`config.mk`:
```
export PLATFORM = sky130hd
export DESIGN_NAME = ksa
export DESIGN_NICKNAME = d
export VERILOG_FILES = /design/src/rtl/rc4_pkg.sv /design/src/rtl/ksa.sv
export SDC_FILE = /design/constraint.sdc
export NUM_CORES = 1
export LEC_CHECK = 0
export CORE_MARGIN = 2
export CORE_UTILIZATION = 54
export CTS_CLUSTER_SIZE = 30
export DETAILED_ROUTE_END_ITERATION = 16
export HOLD_SLACK_MARGIN = 0.05
export PLACE_DENSITY = 0.89
export SLEW_MARGIN = 20
export SYNTH_ARGS = -nofsm -noshare
export SYNTH_HDL_FRONTEND = slang
export SYNTH_SLANG_ARGS = --single-unit
```
`constraint.sdc`:
```
create_clock -name clk -period 4.15 [get_ports clk]
set_input_delay 0.415 -clock clk [delete_from_list [all_inputs] [get_ports clk]]
set_output_delay 0.415 -clock clk [all_outputs]
set_load 0.02 [all_outputs]
```
`src/rtl/rc4_pkg.sv`:
```
// Shared RC4 types and constants used by the key-scheduling (ksa) and
// keystream (prga) stages of the decryption datapath.
package rc4_pkg;

  typedef logic [7:0] byte_t;

  localparam int KEY_BYTES = 3;
  localparam int S_DEPTH   = 256;

  typedef enum logic [2:0] {
    IDLE,
    FILL,
    RD_I,
    CAP_I,
    CAP_J,
    WR_J,
    FINISH
  } ksa_state_t;

endpackage

```
`src/rtl/ksa.sv`:
```
// RC4 key scheduling: fills S with the identity permutation and then runs
// the KSA swap loop over the shared synchronous-read S memory.
module ksa
  import rc4_pkg::*;
#(
  parameter int KEY_BYTES = 3,
  parameter int ADDR_W    = 8
) (
  input  logic                   clk,
  input  logic                   rst,
  input  logic                   en,
  output logic                   rdy,
  input  logic [8*KEY_BYTES-1:0] key,
  output logic [ADDR_W-1:0]      s_addr,
  input  byte_t                  s_rddata,
  output byte_t                  s_wrdata,
  output logic                   s_wren
);

  localparam int KIDX_W = (KEY_BYTES > 1) ? $clog2(KEY_BYTES) : 1;

  // Handshake: en is taken only while rdy=1 (IDLE); the key is captured on
  // that same edge and rdy drops the following cycle until FINISH completes.
  ksa_state_t               state_q, state_d;
  logic [ADDR_W-1:0]        i_q, i_d;
  byte_t                    j_q, j_d;
  logic [KIDX_W-1:0]        kidx_q, kidx_d;
  byte_t                    si_q, si_d;
  logic [8*KEY_BYTES-1:0]   key_q, key_d;
  byte_t                    key_byte;
  byte_t                    jn;

  always_comb begin
    key_byte = '0;
    for (int b = 0; b < KEY_BYTES; b++) begin
      if (kidx_q == KIDX_W'(b)) key_byte = key_q[8*(KEY_BYTES-1-b) +: 8];
    end
  end

  // jn uses the live read data so S[jn] can be addressed in the same cycle.
  assign jn = j_q + s_rddata + key_byte;

  always_comb begin
    state_d  = state_q;
    i_d      = i_q;
    j_d      = j_q;
    kidx_d   = kidx_q;
    si_d     = si_q;
    key_d    = key_q;
    rdy      = 1'b0;
    s_addr   = '0;
    s_wrdata = '0;
    s_wren   = 1'b0;

    case (state_q)
      IDLE: begin
        rdy = 1'b1;
        if (en) begin
          key_d   = key;
          i_d     = '0;
          state_d = FILL;
        end
      end
      FILL: begin
        s_addr   = i_q;
        s_wrdata = byte_t'(i_q);
        s_wren   = 1'b1;
        i_d      = i_q + 1'b1;
        if (i_q == '1) begin
          j_d     = '0;
          kidx_d  = '0;
          state_d = RD_I;
        end
      end
      RD_I: begin
        s_addr  = i_q;
        state_d = CAP_I;
      end
      CAP_I: begin
        si_d    = s_rddata;
        j_d     = jn;
        s_addr  = ADDR_W'(jn);
        state_d = CAP_J;
      end
      CAP_J: begin
        s_addr   = i_q;
        s_wrdata = s_rddata;
        s_wren   = 1'b1;
        state_d  = WR_J;
      end
      WR_J: begin
        s_addr   = ADDR_W'(j_q);
        s_wrdata = si_q;
        s_wren   = 1'b1;
        kidx_d   = (kidx_q == KIDX_W'(KEY_BYTES-1)) ? '0 : kidx_q + 1'b1;
        if (i_q == '1) begin
          state_d = FINISH;
        end else begin
          i_d     = i_q + 1'b1;
          state_d = RD_I;
        end
      end
      FINISH: state_d = IDLE;
      default: state_d = IDLE;
    endcase
  end

  always_ff @(posedge clk or posedge rst) begin
    if (rst) begin
      state_q <= IDLE;
      i_q     <= '0;
      j_q     <= '0;
      kidx_q  <= '0;
      si_q    <= '0;
      key_q   <= '0;
    end else begin
      state_q <= state_d;
      i_q     <= i_d;
      j_q     <= j_d;
      kidx_q  <= kidx_d;
      si_q    <= si_d;
      key_q   <= key_d;
    end
  end

endmodule

```
==> metrics.cfg <==
[yosys]
netlist.area_leader.share_pct=40.8
yosysSeqAreaShare_pct=40.8
mean_syn_cell_area_sq_um=10.1
synth_area_sq_um=3250
synth_nets=371
ys_ff_latch=53
netlist_instances=321
post_synth_most_frequent_cells=53 x dfrtp_1, 42 x mux2_2, 30 x nand2_1
yosysTopAreaCell=dfrtp_1
asyncSetResetFlopFracSynth_pct=100
post_synth_num_cell_types=40
number_of_synthesized_flops_with_an_enable_pin=0
netlist_top_cells_area=dfrtp_1 41%, mux2_2 15%, fa_1 4.9%
ys.warnings.count=0
synthMostInstantiatedCell=dfrtp_1
synth-main-ff-cell=dfrtp_1

[layout]
drive_above_1_share_pct=19.1
layout.cells.non_filler=447
layout.nets=421
synthToLayoutAreaGrowth_pct=22.6
final_util_pct=68.1
antenna-diode-count=0
fin_area_sq_um=3990
register_area_sq_um=1330
fillerInstances=458
area_of_the_multi_input_gates_sq_um=1790

[clock_network]
clk_lat_worst_skew_ns=0.31
clkSlewWorstSetupHoldPaths_ns=0.09
tritoncts_num_sinks=53
cts-root-buf=clkbuf_8
clock_path_buffers=2
tritoncts.num_buffers=5
number_of_instances_resized_during_post_cts_repair=3
post-cts-setup-buffer-count=0
cts_hold_repair.buffers=0
cts-htree-levels=2
clock_tree_from_tritoncts=yes

[critical_path]
critical-path-max-stage-delay_ns=0.61
startpoint_type=flop
critical_path.endpoint_type=primary output
r2r_setup_slack_ns=1.16
critPathArrivalTime_ns=3.59
path_buf_inv=2
critPathTopFamily=adder cells
critical-path-slowest-cell=clkdlybuf4s50_1
critPathRequiredTime_ns=3.73
worst-setup-path-type=flop to primary output
timing.rr.end=j_q[7]$_DFFE_PP0P_
ff2ff_path_depth=13
crit_path_cell_trace=buf_4 > mux2i_1 > o21ai_0 > fa_1 > ha_1 > or3b_2 > a31oi_1 > nor3_1 > nand2_1 > clkdlybuf4s50_1
reg_to_reg_critical_path_startpoint=kidx_q[1]$_DFFE_PP0P_
cp_max_fo=7

[timing]
finalClockSkew_ns=0.00765
slew_headroom_pct=49.8
tightest_slew_ns=0.748
finalSetupViolations=0
finalHoldViolations=0
hold-worst-slack_ns=0.492
total_negative_setup_slacks_ns=0
maximum_frequency_from_static_timing_analysis_ghz=0.250
timing_max_transition_violations_final=0
post-route-period-util_pct=96.5
min_period_ns=4.00

[floorplan]
floorplan.io_pins=53
die_height_microns=81.6
core_area_sq_um=5850
floorplan.rows=28
initial_utilization_pct=55.5
dieWidth_microns=81.6
floorplan.die_area_sq_um=6650

[global_routing]
grt_pass1_wl_microns=12600
largest_net_degree_at_the_start_of_global_routing=54
overflow=0
grtUsageTotal_pct=24.9
antenna_found_initial=0
grt_pass1_vias=2584

[run_status]
run_status=complete, no violations

[detailed_routing]
drt_iter0_markers=238
wl_microns=7620
ant_nets=0
drt-vias-per-instance=5.91
post_drt_wl_per_cell_microns=17.0
drtPass1Iterations=4
route.vias.total=2643
remaining_drc_errors=0

[min_path]
hold_path.startpoint=si_q[4]$_DFFE_PP0P_
hold_path_end=si_q[4]$_DFFE_PP0P_
hold_path.class=flop to flop
timing.hold.worst_path_depth=2

[power]
share_comb_of_total_power_pct=60.0
power-per-cell-area_nw_per_um2=821
power.internal_uw=1900
power.switching_fraction_pct=41.9
p_clk_share_pct=11.1
power.sequential.fraction_pct=28.9
total_leakage_power_uw=0.00171
vdd_ir_drop_max_mv=0.455
total_switching_power_uw=1370

[job]
maxCapViolations=0

[placement]
postPlaceCellArea_sq_um=3850
gp_congestion=0.902
input_output_buffers=52
dp_hpwl_microns=5550
post-place-cells=439

state kept, by name, summed over array words and instances, names as in the netlist:
register,flops
key_q,24
state_q,3
j_q,8
i_q,8
kidx_q,2
si_q,8
placed cells by master (no fill, tap or decap), types with 10 or more instances in the layout:
master	n
a21oi_1	12
a22oi_1	10
buf_4	10
clkdlybuf4s50_1	49
dfrtp_1	52
inv_1	15
mux2_2	42
mux2i_1	10
nand2_1	30
nor2_1	24
o21ai_0	22
xnor2_1	11
per-stage QoR:
| stage | total power [uW] | setup slack [ns] |
|---|---|---|
| floorplan | 2300 | 0.702 |
| global placement | 2760 | 0.224 |
| detailed placement | 2870 | 0.130 |
| CTS | 3240 | 0.0361 |
| global route | 3540 | -0.0173 |
| finish | 3270 | 0.146 |
tightest hold or removal path, cell delays in order, from the launching register on:
cell and delay, ns:
dfrtp_1 0.36, nand2_1 0.05, o21ai_0 0.06
worst max-delay path by stage:
| stage | from | to | slack [ns] | depth (start not counted) |
|---|---|---|---|---|
| floorplan | kidx_q[1]$_DFFE_PP0P_ | s_addr[7] | 0.70 | 14 |
| global placement | s_rddata[1] | s_addr[7] | 0.22 | 13 |
| detailed placement | kidx_q[1]$_DFFE_PP0P_ | s_addr[7] | 0.13 | 14 |
| CTS | kidx_q[1]$_DFFE_PP0P_ | s_addr[5] | 0.04 | 14 |
| global route | kidx_q[1]$_DFFE_PP0P_ | s_addr[6] | -0.02 | 12 |
| finish | kidx_q[1]$_DFFE_PP0P_ | s_addr[6] | 0.15 | 10 |
routing by layer:
| layer | GRT usage, % | share of wire [%] | up-vias |
|---|---|---|---|
| met1 | 33.4 | 41 | 1288 |
| met2 | 41.7 | 50 | 108 |
| li1 | - | - | 1228 |
| met3 | 4.51 | 6.6 | 19 |
| met5 | 0 | 0 | - |
| met4 | 6.83 | 2.2 | 0 |
logic make-up after synthesis:
logic type | share of synthesized area (%)
adder cells (fa/ha/maj) | 7.62
AO/OA/AOI/OAI | 12.1
AND/OR/NAND/NOR | 13.9
XOR/XNOR | 3.50
flip-flops | 40.8
multiplexers | 17.6
buffers and inverters | 4.43
area by class of cell:
cell class                 instances  share of cell area, %
multi-input combinational        233                   45.0
sequential                        53                   33.3
timing repair buffer              62                   14.9
tap                               75                   2.35
clock buffer                       7                   2.17
inverter                          16                   1.51
clock inverter                     1                  0.754
power groups by stage:
stage               Combinational, uW  Clock [uW]  Sequential, uW
floorplan                        1430           0             866
global placement                 1830           0             931
detailed placement               1920           0             950
CTS                              1940         370             940
global route                     2170         397             975
finish                           1960         363             945
Note: power is estimated with default switching activity, not from simulation.
